### config.mk
export PLATFORM = sky130hd
export DESIGN_NAME = instruction_encoder
export DESIGN_NICKNAME = d
export VERILOG_FILES = /design/src/rtl/instruction_encoder.sv
export SDC_FILE = /design/constraint.sdc
export NUM_CORES = 1
export LEC_CHECK = 0
export ABC_AREA = 1
export ABC_CLOCK_PERIOD_IN_PS = 2600
export CAP_MARGIN = 0
export CORE_UTILIZATION = 25
export DETAILED_ROUTE_END_ITERATION = 10
export MAX_ROUTING_LAYER = met4
export PLACE_DENSITY = 0.5
export SLEW_MARGIN = 20
export SYNTH_ARGS = -nofsm -noshare
export SYNTH_HDL_FRONTEND = slang
export SYNTH_SLANG_ARGS = --single-unit
export TNS_END_PERCENT = 50
### constraint.sdc
create_clock -name clk -period 2.6 [get_ports clk]
set_input_delay 0.52 -clock clk [delete_from_list [all_inputs] [get_ports clk]]
set_output_delay 0.52 -clock clk [all_outputs]
set_load 0.02 [all_outputs]
### src/rtl/instruction_encoder.sv
// LEGv8 instruction assembler: turns decoded field bundles into machine words and
// streams them, with their instruction-memory byte addresses, to the program loader.
module instruction_encoder #(
  parameter int ADDR_WIDTH = 12,
  parameter int DEPTH      = 1024,
  parameter int BASE_ADDR  = 0
) (
  input  logic                  clk,
  input  logic                  reset,
  input  logic                  start,
  input  logic                  in_valid,
  output logic                  in_ready,
  input  logic [3:0]            in_op,
  input  logic [4:0]            in_rd,
  input  logic [4:0]            in_rn,
  input  logic [4:0]            in_rm,
  input  logic [25:0]           in_imm,
  input  logic [5:0]            in_shamt,
  input  logic                  in_last,
  output logic                  out_valid,
  input  logic                  out_ready,
  output logic [31:0]           out_instr,
  output logic [ADDR_WIDTH-1:0] out_addr,
  output logic [ADDR_WIDTH:0]   word_count,
  output logic                  busy,
  output logic                  done,
  output logic                  err
);

  typedef enum logic [1:0] {
    S_IDLE  = 2'd0,
    S_LOAD  = 2'd1,
    S_DRAIN = 2'd2,
    S_DONE  = 2'd3
  } state_t;

  localparam logic [3:0] OP_ADDI  = 4'd0;
  localparam logic [3:0] OP_ADDS  = 4'd1;
  localparam logic [3:0] OP_SUBS  = 4'd2;
  localparam logic [3:0] OP_B     = 4'd3;
  localparam logic [3:0] OP_BL    = 4'd4;
  localparam logic [3:0] OP_BCOND = 4'd5;
  localparam logic [3:0] OP_CBZ   = 4'd6;
  localparam logic [3:0] OP_BR    = 4'd7;
  localparam logic [3:0] OP_LDUR  = 4'd8;
  localparam logic [3:0] OP_STUR  = 4'd9;

  localparam logic [ADDR_WIDTH-1:0] BASE    = ADDR_WIDTH'(BASE_ADDR);
  localparam logic [ADDR_WIDTH:0]   DEPTH_W = (ADDR_WIDTH + 1)'(DEPTH);

  state_t                state_q, state_d;
  logic                  out_valid_q, out_valid_d;
  logic [31:0]           out_instr_q, out_instr_d;
  logic [ADDR_WIDTH-1:0] out_addr_q, out_addr_d;
  logic [ADDR_WIDTH:0]   word_count_q, word_count_d;
  logic                  err_q, err_d;

  logic                  accept;
  logic                  start_ok;
  logic [ADDR_WIDTH:0]   word_count_inc;
  logic                  imm12_ok, imm19_ok, imm9_ok;
  logic                  enc_legal;
  logic [31:0]           enc_word;

  // Signed immediates are legal only when the discarded upper bits are pure sign extension.
  assign imm12_ok = (in_imm[25:12] == 14'd0);
  assign imm19_ok = (in_imm[25:18] == {8{in_imm[18]}});
  assign imm9_ok  = (in_imm[25:8] == {18{in_imm[8]}});

  always_comb begin
    enc_word  = 32'd0;
    enc_legal = 1'b0;
    case (in_op)
      OP_ADDI: begin
        enc_word  = {10'b1001000100, in_imm[11:0], in_rn, in_rd};
        enc_legal = imm12_ok;
      end
      OP_ADDS: begin
        enc_word  = {11'b10101011000, in_rm, in_shamt, in_rn, in_rd};
        enc_legal = 1'b1;
      end
      OP_SUBS: begin
        enc_word  = {11'b11101011000, in_rm, in_shamt, in_rn, in_rd};
        enc_legal = 1'b1;
      end
      OP_B: begin
        enc_word  = {6'b000101, in_imm};
        enc_legal = 1'b1;
      end
      OP_BL: begin
        enc_word  = {6'b100101, in_imm};
        enc_legal = 1'b1;
      end
      OP_BCOND: begin
        enc_word  = {8'b01010100, in_imm[18:0], 1'b0, in_rd[3:0]};
        enc_legal = imm19_ok;
      end
      OP_CBZ: begin
        enc_word  = {8'b10110100, in_imm[18:0], in_rd};
        enc_legal = imm19_ok;
      end
      OP_BR: begin
        enc_word  = {11'b11010110000, 11'b11111000000, in_rd, in_rd};
        enc_legal = 1'b1;
      end
      OP_LDUR: begin
        enc_word  = {11'b11111000010, in_imm[8:0], 2'b00, in_rn, in_rd};
        enc_legal = imm9_ok;
      end
      OP_STUR: begin
        enc_word  = {11'b11111000000, in_imm[8:0], 2'b00, in_rn, in_rd};
        enc_legal = imm9_ok;
      end
      default: begin
        enc_word  = 32'd0;
        enc_legal = 1'b0;
      end
    endcase
  end

  assign in_ready       = (state_q == S_LOAD) && (!out_valid_q || out_ready);
  assign accept         = in_valid && in_ready;
  assign start_ok       = start && ((state_q == S_IDLE) || (state_q == S_DONE));
  assign word_count_inc = word_count_q + 1'b1;

  // FSM process 1: state register
  always_ff @(posedge clk or posedge reset) begin
    if (reset) begin
      state_q <= S_IDLE;
    end else begin
      state_q <= state_d;
    end
  end

  // FSM process 2: next state
  always_comb begin
    state_d = state_q;
    case (state_q)
      S_IDLE: begin
        if (start) state_d = S_LOAD;
      end
      S_LOAD: begin
        if ((accept && (in_last || (enc_legal && (word_count_inc == DEPTH_W)))) ||
            (word_count_q >= DEPTH_W)) begin
          state_d = S_DRAIN;
        end
      end
      S_DRAIN: begin
        if (!out_valid_q || out_ready) state_d = S_DONE;
      end
      S_DONE: begin
        if (start) state_d = S_LOAD;
      end
      default: state_d = S_IDLE;
    endcase
  end

  // FSM process 3: status outputs
  always_comb begin
    busy = 1'b0;
    done = 1'b0;
    case (state_q)
      S_LOAD, S_DRAIN: busy = 1'b1;
      S_DONE:          done = 1'b1;
      default: begin
        busy = 1'b0;
        done = 1'b0;
      end
    endcase
  end

  // A new legal word overwrites the output register in the same cycle the old one is taken.
  always_comb begin
    out_valid_d  = out_valid_q;
    out_instr_d  = out_instr_q;
    out_addr_d   = out_addr_q;
    word_count_d = word_count_q;
    err_d        = err_q;
    if (start_ok) begin
      word_count_d = '0;
      err_d        = 1'b0;
    end
    if (out_valid_q && out_ready) begin
      out_valid_d = 1'b0;
    end
    if (accept) begin
      if (enc_legal) begin
        out_valid_d  = 1'b1;
        out_instr_d  = enc_word;
        out_addr_d   = BASE + {word_count_q[ADDR_WIDTH-3:0], 2'b00};
        word_count_d = word_count_inc;
      end else begin
        err_d = 1'b1;
      end
    end
  end

  always_ff @(posedge clk or posedge reset) begin
    if (reset) begin
      out_valid_q  <= 1'b0;
      out_instr_q  <= 32'd0;
      out_addr_q   <= BASE;
      word_count_q <= '0;
      err_q        <= 1'b0;
    end else begin
      out_valid_q  <= out_valid_d;
      out_instr_q  <= out_instr_d;
      out_addr_q   <= out_addr_d;
      word_count_q <= word_count_d;
      err_q        <= err_d;
    end
  end

  assign out_valid  = out_valid_q;
  assign out_instr  = out_instr_q;
  assign out_addr   = out_addr_q;
  assign word_count = word_count_q;
  assign err        = err_q;

endmodule

### Word-level counts from Yosys, hierarchy flattened

Cells that the tools add are included.

| word-level totals | value |
|---|---|
| output and inout bits | 62 |
| bits of input ports | 57 |
| register bits | 59 |
| word-level logic and storage cells | 64 |

| operators by class | value |
|---|---|
| equality and inequality tests | 18 |
| reduce and logical (&&, ||, !) cells | 21 |
| multiplexer cells | 17 |
| magnitude comparators | 1 |
| $add $sub $neg | 1 |

Operator list:

| cell | count |
|---|---|
| one-hot mux 32 bit (10 select lines) | 1 |
| two-way mux 13 bit | 3 |
| equality test 17 bit | 1 |
| equality test 4 x 3 -> 1 bit, second input constant | 4 |
| zero test 14 bit | 1 |
| adder 13 x 1 -> 13 bit, second input constant | 1 |
| equality test 13 x 11 -> 1 bit, second input constant | 1 |
| >= comparator 13 x 11 -> 1 bit, second input constant | 1 |
| equality test 4 x 2 -> 1 bit, second input constant | 2 |
| equality test 4 bit, second input constant | 2 |
| two-way mux 1 bit | 8 |
| OR reduction 2 bit | 4 |
| equality test 7 bit | 1 |
| logical AND 1 bit | 6 |
| two-way mux 2 bit | 3 |
| one-hot mux 2 bit (3 select lines) | 1 |
| OR reduction 5 bit | 1 |
| equality test 2 bit, second input constant | 2 |
| equality test 4 x 1 -> 1 bit, second input constant | 1 |
| zero test 4 bit | 1 |
| logical OR 1 bit | 4 |
| != test 2 x 1 -> 1 bit, second input constant | 2 |
| one-hot mux 1 bit (4 select lines) | 1 |
| AND reduction 3 bit | 1 |
| other kinds (5) | 5 |

### Depth between registers and ports, before layout

| logic depth | value |
|---|---|
| depth after elaboration | 9 |
| gate-level depth with buffers | 17 |
| gate-level depth less buffers | 17 |

### Least setup slack after synthesis

OpenSTA, ideal clock, no wires.

| timing | value |
|---|---|
| path type | register to register |
| from | register word_count_q[1] (netlist: word_count[1]) |
| to | register state_q[0] |
| stages on the path, launching flop included | 17 |
| period minus slack after synthesis | 1.886 ns |
| path buffers | 0 |
| path slack | 0.714 ns |
| library setup time | 0.117 ns |
| arrival | 1.769 ns |
| required time | 2.483 ns |
| path through | dfrtp_1 -> ha_1 -> nand2_1 -> nor2_1 -> nand2_1 -> nand2_1 -> nand2_1 -> nor2_1 -> nand3_1 -> nor2_1 -> nand2_1 -> nand2_1 -> nand2_1 -> nand2_1 -> nand2_1 -> nand2_1 -> nand2_1 |

| between the ends | value |
|---|---|
| cells in the longest elaborated chain, start to end | 8 |
| elaborated cells on any way between the ends | 9 |
| classes of those cells | add/sub (1); order compare (1); eq/ne (2); reduce/logical (5) |

RTL lines:

| what | RTL line | source |
|---|---|---|
| start: declaration | 55 | `logic [ADDR_WIDTH:0] word_count_q, word_count_d;` |
| start signal: assignment | 209 | `word_count_q <= word_count_d;` |
| adder 13 x 1 -> 13 bit | 124 | `assign word_count_inc = word_count_q + 1'b1;` |
| equality test 13 x 11 -> 1 bit | 143 | `if ((accept && (in_last \|\| (enc_legal && (word_count_inc == DEPTH_W)))) \|\|` |
| logical AND 1 bit | 143 |  |
| logical OR 1 bit | 143 |  |
| logical AND 1 bit | 143 |  |
| logical OR 1 bit (*) | 143 |  |
| != test 2 x 1 -> 1 bit (no source line) (*) | - |  |
| AND reduction 3 bit (no source line) (*) | - |  |
| end signal: assignment | 131 | `state_q <= state_d;` |
| end: declaration | 51 | `state_t state_q, state_d;` |

Mark *: on every way between the ends. The rest lies on a longest branch, timed or not.
A chain may end at the register's enable or synchronous reset.

### Final worst setup path

| timing | value |
|---|---|
| from | input port out_ready |
| to | output port in_ready |

| between the ends | value |
|---|---|
| cells in the longest elaborated chain, start to end | 2 |

RTL lines:

| what | RTL line | source |
|---|---|---|
| start: declaration | 21 | `input logic out_ready,` |
| logical OR 1 bit | 121 | `assign in_ready = (state_q == S_LOAD) && (!out_valid_q \|\| out_ready);` |
| logical AND 1 bit | 121 |  |
| end: declaration | 12 | `output logic in_ready,` |

Every way passes these cells.

==> impl_metrics.csv <==
group,metric,value,unit
run_status,outcome,"finished clean",
pwr,fin_total_pwr,4.29,mW
sta,skew,0.00923,ns
worst_setup_path,end_kind,"output pin",
synthesis,synth_top_family_by_area,"simple AND/OR/NAND/NOR gates",
pwr,p_leak,2.53,nW
final_layout,syn_to_final_growth,49.9,%
final_layout,final_cell_mix,"nand2_1, clkdlybuf4s50_1, inv_1",
grt,grt_max_degree,60,
worst_setup_path,reg2regPathDepth,16,
floorplan,start_util,0.257,
grt,antenna_found_initial,0,
floorplan,die-area,14900,sq um
clock_tree,cts_tree,"built",
grt,top_usage_layer,"met2",
job,maxCapViolCount,0,
placed_design,dp_hpwl,10100,microns
synthesis,synthCells,516,
min_path,holdPathStages,2,
clock_tree,cts_buffer_depth,2,
sta,setup_viol,0,
synthesis,synthAdderAreaFrac,0.0243,
synthesis,synth_top_cell_by_area,"dfrtp_1",
final_layout,fin_util,0.386,
synthesis,synth_cell_type_count,34,
placed_design,pre_cts_ws,-0.00449,ns
synthesis,yosys_warnings,0,
synthesis,synth.area.top_cells,"dfrtp_1, nand2_1, o21ai_0, inv_1, nor2_1",
sta,setup_ws,0.199,ns
worst_setup_path,critical_path_class,"input port to output pin",
min_path,hp-start,"out_instr[27]",
min_path,whs_endpoint,"out_instr[27]",
clock_tree,cts_buffers,9,
synthesis,synth_seq_cells,59,
placed_design,placed_cells,825,
synthesis,synth_xor_area_frac,0.00730,
clock_tree,post_cts_buffers,0,
final_layout,drive_above_1_share,0.0818,
clock_tree,clock_latency,0.33,ns
grt,grt_use_met3,0.0300,
placed_design,place_congestion,0.953,
min_path,worstHoldPathType,"flop to flop",
worst_setup_path,worst_setup_path_start_kind,"input port",
route,ant_nets,0,
final_layout,diodes,0,
floorplan,row_count,43,
grt,grt.total_usage,0.182,
grt,grt_pass1_wl,19900,microns
clock_tree,ctsHoldBuffers,0,
synthesis,synth_seq_area_share,0.410,
floorplan,core_area,14000,sq um
worst_setup_path,worstPathArrival,1.88,ns
synthesis,yosys.area.top_type_share,0.410,
floorplan,die_y,122,microns
clock_tree,clk_pin_slew_worst_paths,0.05,ns
route,vias,3873,
sta,drv_slew,0,
synthesis,synthMuxAreaShare,0,
grt,grt_overflow_total,0,
sta,rsz0062_at_grt,"no",
worst_setup_path,r2r_start,"word_count[1]",
grt,first_global_vias,3943,
pwr,power_density,796,nW/um^2
route,drtPass1Iterations,4,
grt,gr-usage-met1,0.227,
floorplan,fp.dieW,122,microns
route,routedWlPerCell,14.8,microns
route,vias_per_cell,4.61,
sta,hold_violations,0,
worst_setup_path,path_max_fanout,2,
final_layout,final_common_cell,"nand2_1",
final_layout,finalNonFillerCells,840,
floorplan,io_pins,119,
clock_tree,cts-resized-gates,0,
final_layout,layout.nets,720,
worst_setup_path,required,2.08,ns
clock_tree,cts-htree-levels,3,
synthesis,synth_compound_area_frac,0.171,
route,routed_wirelength,12500,microns
synthesis,synth_simple_gate_area_frac,0.283,
sta,min_period,2.40,ns
worst_setup_path,r2r-end,"state_q[0]",
worst_setup_path,rrSetupSlack,0.44,ns
sta,max_clock_freq,0.416,GHz
placed_design,portBuffers,116,
route,drt_iter0_markers,271,
synthesis,synth_area,3600,sq um
synthesis,syn_area_per_cell,6.98,sq um
sta,finalCritPeriodShare,0.924,
route,drcViolationCount,0,
clock_tree,cts.sinks,59,
sta,hold_ws,0.478,ns
grt,grtUsageMet2,0.296,
pwr,peakVddDrop,0.338,mV
clock_tree,cts_root_buf,"clkbuf_16",
stage by stage:
step           instance area [sq um]  setup TNS, ns
6_report                        5400              0
3_3_place_gp                    5130              0
2_1_floorplan                   3600              0
4_1_cts                         5400              0
3_5_place_dp                    5130       -0.00449
5_1_grt                         5400              0
sequential cells by signal (all words and copies together), names as in the netlist:
signal,flops
out_addr,10
out_instr,32
state_q,2
out_valid,1
err,1
word_count,13
logic make-up (layout without fill, tap and decap cells):
logic type,Yosys count,in the layout
adders and majority gates,7,7
DFF,59,59
other,1,2
AOI/OAI and AO/OA,106,106
buffers and inverters,89,232
xor gates and xnor gates,3,3
and+or+nand+nor,251,251
worst max-delay path: stages:
cell and delay [ns]:
clkdlybuf4s50_1 0.45, inv_1 0.04, nand2_1 0.06, inv_1 0.06, nor2_1 0.13, clkdlybuf4s50_1 0.63
Yosys cell counts (all sizes together):
cell,n
nand2,150
inv,71
dfrtp,59
nor2,59
o21ai,54
nand3,28
o22ai,17
a21oi,16
buf,14
nor3,8
ha,7
o31ai,7
clkbuf,4
o2bb2ai,3
a221oi,2
a31oi,2
nand4,2
nor4,2
xor2,2
a211oi,1
a31o,1
a41oi,1
conb,1
nand3b,1
nor3b,1
o211ai,1
o31a,1
xnor2,1
worst max-delay path by stage:
stage / from / to / slack [ns] / cells after the start
after global routing: in_op[1] / out_instr[3] / 0.10 / 11
after CTS: out_ready / in_ready / 0.19 / 6
after global placement: in_op[3] / out_instr[19] / 0.06 / 10
after floorplan: reset / err / 0.62 / 1
final: out_ready / in_ready / 0.20 / 6
after detailed placement: in_op[1] / out_instr[16] / -0.004 / 11
final cells by class:
class / count / area (sq um)
Sequential cell: 59 / 1480
Clock inverter: 3 / 15.0
Clock buffer: 12 / 246
Multi-Input combinational cell: 369 / 1760
Fill cell: 1490 / 8590
Timing Repair Buffer: 146 / 1410
Inverter: 71 / 267
Tap cell: 180 / 225
power by group:
part | internal, mW | switching, mW
Clock | 0.659 | 0.398
Sequential | 1.21 | 0.199
Combinational | 0.840 | 0.989
Total | 2.71 | 1.59
layer usage:
layer | vias to the layer above | share of wire
li1 | 1952 | -
met1 | 1770 | 0.45
met2 | 133 | 0.47
met3 | 18 | 0.054
met4 | 0 | 0.020
met5 | - | 0
(Power assumes the default switching activity.)
